## config.mk

```make
export PLATFORM = sky130hd
export DESIGN_NAME = if_id_ctrl
export DESIGN_NICKNAME = d
export VERILOG_FILES = /design/src/rtl/if_id_ctrl.sv
export SDC_FILE = /design/constraint.sdc
export NUM_CORES = 1
export LEC_CHECK = 0
export CORE_UTILIZATION = 32
export DETAILED_ROUTE_END_ITERATION = 6
export HOLD_SLACK_MARGIN = 0.03
export PLACE_DENSITY = 0.76
export SLEW_MARGIN = 20
export SYNTH_ARGS = -nofsm -noshare
export SYNTH_HDL_FRONTEND = slang
export SYNTH_SLANG_ARGS = --single-unit
```

## constraint.sdc

```tcl
create_clock -name clk -period 2.18 [get_ports clk]
set_input_delay 0.327 -clock clk [delete_from_list [all_inputs] [get_ports clk]]
set_output_delay 0.327 -clock clk [all_outputs]
set_load 0.005 [all_outputs]
```

## src/rtl/if_id_ctrl.sv

```systemverilog
// Fetch/decode boundary sequencer: PC advance/hold/reload, IF/ID capture/hold/flush,
// ID/EX bubble injection and a one-entry replay buffer. Define IF_ID_CTRL_PERF_EN for perf counters.
module if_id_ctrl #(
  parameter int                 DATA_W       = 32,
  parameter logic [DATA_W-1:0]  NOP_INST     = 32'h00000013,
  parameter int                 FLUSH_CYCLES = 1
) (
  input  logic              clk,
  input  logic              rst,
  input  logic              jump_req_i,
  input  logic [DATA_W-1:0] jump_addr_i,
  input  logic              load_use_i,
  input  logic              muldiv_busy_i,
  input  logic [DATA_W-1:0] inst_i,
  input  logic              inst_valid_i,
  output logic              pc_hold_o,
  output logic              pc_load_o,
  output logic [DATA_W-1:0] pc_load_addr_o,
  output logic              if_id_hold_o,
  output logic              if_id_flush_o,
  output logic              id_ex_hold_o,
  output logic              id_ex_flush_o,
  output logic [DATA_W-1:0] inst_o,
  output logic              inst_valid_o,
  output logic [1:0]        state_o
`ifdef IF_ID_CTRL_PERF_EN
  ,
  output logic [31:0]       stall_cnt_o,
  output logic [31:0]       flush_cnt_o
`endif
);

  localparam logic [1:0] ST_RUN   = 2'd0;
  localparam logic [1:0] ST_STALL = 2'd1;
  localparam logic [1:0] ST_WAIT  = 2'd2;
  localparam logic [1:0] ST_FLUSH = 2'd3;

  logic [1:0]        state_q, state_d;
  logic [1:0]        flush_cnt_q, flush_cnt_d;
  logic              buf_valid_q, buf_valid_d;
  logic [DATA_W-1:0] buf_q, buf_d;

  always_comb begin
    // NOTE: every output and next-state variable gets a default first so no path infers a latch.
    state_d        = ST_RUN;
    flush_cnt_d    = flush_cnt_q;
    buf_valid_d    = buf_valid_q;
    buf_d          = buf_q;
    pc_hold_o      = 1'b0;
    pc_load_o      = 1'b0;
    pc_load_addr_o = '0;
    if_id_hold_o   = 1'b0;
    if_id_flush_o  = 1'b0;
    id_ex_hold_o   = 1'b0;
    id_ex_flush_o  = 1'b0;
    inst_o         = NOP_INST;
    inst_valid_o   = 1'b0;

    // Outputs stay at their reset values for as long as rst is high, without waiting for a clock.
    if (!rst) begin
      if (jump_req_i) begin
        pc_load_o      = 1'b1;
        pc_load_addr_o = jump_addr_i;
        if_id_flush_o  = 1'b1;
        id_ex_flush_o  = 1'b1;
        buf_valid_d    = 1'b0;
        flush_cnt_d    = 2'(FLUSH_CYCLES);
        state_d        = ST_FLUSH;
      end else if (state_q == ST_FLUSH) begin
        // Only the redirect target path lives past a redirect, so younger hazards are moot here.
        if_id_flush_o = 1'b1;
        flush_cnt_d   = (flush_cnt_q == 2'd0) ? 2'd0 : flush_cnt_q - 2'd1;
        state_d       = (flush_cnt_q <= 2'd1) ? ST_RUN : ST_FLUSH;
      end else if (muldiv_busy_i) begin
        pc_hold_o    = 1'b1;
        if_id_hold_o = 1'b1;
        id_ex_hold_o = 1'b1;
        state_d      = ST_WAIT;
      end else if (load_use_i) begin
        pc_hold_o     = 1'b1;
        if_id_hold_o  = 1'b1;
        id_ex_flush_o = 1'b1;
        state_d       = ST_STALL;
      end else if (buf_valid_q) begin
        // First released cycle: the parked instruction goes first, PC waits one more cycle.
        inst_o       = buf_q;
        inst_valid_o = 1'b1;
        pc_hold_o    = 1'b1;
        buf_valid_d  = 1'b0;
      end else begin
        inst_o       = inst_valid_i ? inst_i : NOP_INST;
        inst_valid_o = inst_valid_i;
      end

      if (if_id_hold_o && inst_valid_i && !buf_valid_q) begin
        buf_valid_d = 1'b1;
        buf_d       = inst_i;
      end
    end
  end

  // NOTE: sequential state uses non-blocking assignments so every register samples pre-edge values.
  always_ff @(posedge clk or posedge rst) begin
    if (rst) begin
      state_q     <= ST_RUN;
      flush_cnt_q <= 2'd0;
      buf_valid_q <= 1'b0;
      buf_q       <= NOP_INST;
    end else begin
      state_q     <= state_d;
      flush_cnt_q <= flush_cnt_d;
      buf_valid_q <= buf_valid_d;
      buf_q       <= buf_d;
    end
  end

  assign state_o = state_q;

`ifdef IF_ID_CTRL_PERF_EN
  always_ff @(posedge clk or posedge rst) begin
    if (rst) begin
      stall_cnt_o <= 32'd0;
      flush_cnt_o <= 32'd0;
    end else begin
      if (state_q == ST_STALL || state_q == ST_WAIT) stall_cnt_o <= stall_cnt_o + 32'd1;
      if (jump_req_i) flush_cnt_o <= flush_cnt_o + 32'd1;
    end
  end
`endif

endmodule

```

==> metrics.cfg <==
[synthesis]
synth_seq_cells=37
avgSynthCellArea_um2=9.97
yosysTopAreaCellShare_pct=40.0
synth.most_common_cell=nor2_1
ys_async_sr_fraction_pct=100
yosysWarnings=0
yosys-top-cells-area=dfrtp_1 40%, mux2_2 15%, a22oi_1 10%
synth-edff-count=0
synthCells=213
ys.flop_type=dfrtp_1
ys_seq_area_share_pct=43.8
synth_area_um2=2120
synth_nets=283
yosys.area.top_type=dfrtp_1
synth.distinct_cells=26
synthTopCellsByCount=35 x nor2_1, 34 x dfrtp_1, 32 x and2_1

[clock_tree]
clock-root-buffer=clkbuf_8
hold_buffers=0
htreeDepth=2
cts_sinks=37
tritoncts=done
path_clk_slew_ns=0.08
clock_latency_ns=0.29
max-clock-path-buffers=2
cts_made_buffers=5

[layout]
drive_above_1_share_pct=21.1
fin_nets=443
multi_input_area_um2=1120
n_fill_cell=553
stdcell_area_um2=3950
num_antenna_cells=0
register_area_um2=930
syn2layout_area_growth_pct=85.9
instances_no_fill=451

[place]
io_buffers=142
dp_hpwl_um=5080
place_congestion=0.783
place_area_um2=3730
placed_cells=436

[setup_path]
critical_path.startpoint_type=register
cp.arrival_ns=1.82
crit_buf_inv=2
path_class=register to output port
cpPeakStageDelay_ns=0.51
endpoint_kind=output port
slowest_stage=clkdlybuf4s50_1
cp_top_family=buffers and inverters
required_ns=1.85
crit_chain=a211o_4 > buf_4 > nor2_1 > clkdlybuf4s50_1
path_max_fanout=6

[power_and_ir_drop]
power_density_nw_per_um2=563
ir_drop_mv=0.331
power_w=0.00223
p_leak_nw=1.82

[timing]
finalSetupViolCount=0
hold_violations=0
relSlewSlack_pct=68.5
period_share_pct=98.3
fmax_mhz=467
rsz0062_at_grt=no
period_needed_ns=2.14
finClkSkew_ns=0.00752
tns_ns=0
slew_viol_final=0
worst_slew_pin_slew_ns=0.472

[floorplanning]
num_io_pins=143
initial_core_util_pct=33.3
die_width_um=83.5
die_area_um2=6970
coreArea_um2=6390
rows=29
dieHeight_um=83.5

[job]
maxCapViolCount=0

[min_path]
hp-class=register to register

[drt]
wl_per_cell_um=15.6
first_iter_violations=83
dr.pass1.iters=4
ant_nets=0
drcViolationCount=0
vias_per_cell=4.96
num_vias=2238
drt_wl_total_um=7050

[grt]
grt_usage_pct=20.1
grt_max_degree=39
grt_pass1_vias=2184
gr-total-overflow=0
grt_first_pass_wirelength_um=11300
antenna_found_initial=0

[outcome]
status=finished clean

==> per-layer routing <==
| metal | track usage (%) | wire [um] |
|---|---|---|
| met5 | 0 | 0 |
| met4 | 5.39 | 110 |
| met1 | 25.9 | 2960 |
| met2 | 34.7 | 3470 |
| met3 | 3.76 | 506 |
==> area by class of cell <==
class,count,share of cell area (%)
multi-input cells,156,28.5
flip-flops and latches,37,23.5
inverters,4,0.539
clock buffers,5,1.74
clock inverters,3,0.444
repair buffers,169,42.8
well taps,77,2.44
==> cells in the final DEF (no fill, tap or decap), drive strengths merged, types with 2 or more instances in the layout <==
cell and instances:
dlygate4sd2 31, clkdlybuf4s50 100, nand2b 2, buf 25, inv 3, o21ai 3
mux2 32, clkinv 2, dfstp 3, clkbuf 7, dlymetal6s2s 8, clkdlybuf4s15 3
o22ai 3, a21oi 4, a211o 2, nor2 35, dfrtp 34, clkinvlp 2
nand3 2, and2 32, a22oi 29, nor3 2, nand2 5
==> flip-flops by register name, indices dropped and copies added (netlist names) <==
name         flops
buf_q           32
buf_valid_q      1
flush_cnt_q      2
state_o          2
==> worst paths after layout <==
check | startpoint | end | slack [ns] | depth (start not counted)
max in group asynchronous | rst | buf_q[4]$_DFFE_PP1P_ | 1.32 | 4
setup / recovery | state_o[0]$_DFF_PP0_ | id_ex_hold_o | 0.04 | 4
hold / removal | buf_q[16]$_DFFE_PP0P_ | buf_q[16]$_DFFE_PP0P_ | 0.50 | 1
setup reg to reg | state_o[0]$_DFF_PP0_ | buf_q[7]$_DFFE_PP0P_ | 0.32 | 5
min in group asynchronous | rst | buf_q[9]$_DFFE_PP0P_ | 0.51 | 4
hold reg to reg | buf_q[16]$_DFFE_PP0P_ | buf_q[16]$_DFFE_PP0P_ | 0.50 | 1
==> per-stage QoR <==
stage               hold slack (ns)  worst slack [ns]  util [%]
detailed placement            0.480            -0.298      58.5
CTS                           0.498           0.00586      60.7
finish                        0.496            0.0374      61.8
floorplan                     0.429             0.112         -
global route                  0.519           0.00489      61.8
global placement              0.469            -0.251      58.5
==> report_power, final <==
group	leakage [nW]	internal, W	switching [W]	total [W]
logic	1.34	0.000469	0.000273	0.000742
clock network	0.0439	0.000220	0.000246	0.000467
registers	0.441	0.000907	0.000109	0.00102
==> timing repair <==
item                                    CTS  global route
gates resized for setup                  45            14
endpoints found under the setup margin   69            46
pin swaps                                 1             2
cloned                                    1             2
buffers inserted                          4             0
==> cells by family (layout without fill, tap and decap cells) <==
| family | after synthesis | in the layout | synth area share (%) |
|---|---|---|---|
| compound gates | 44 | 44 | 15.2 |
| buf+inv | 20 | 181 | 4.95 |
| simple gates | 80 | 80 | 19.1 |
| mux | 32 | 32 | 17.0 |
| flops | 37 | 37 | 43.8 |
(Power assumes the default switching activity.)
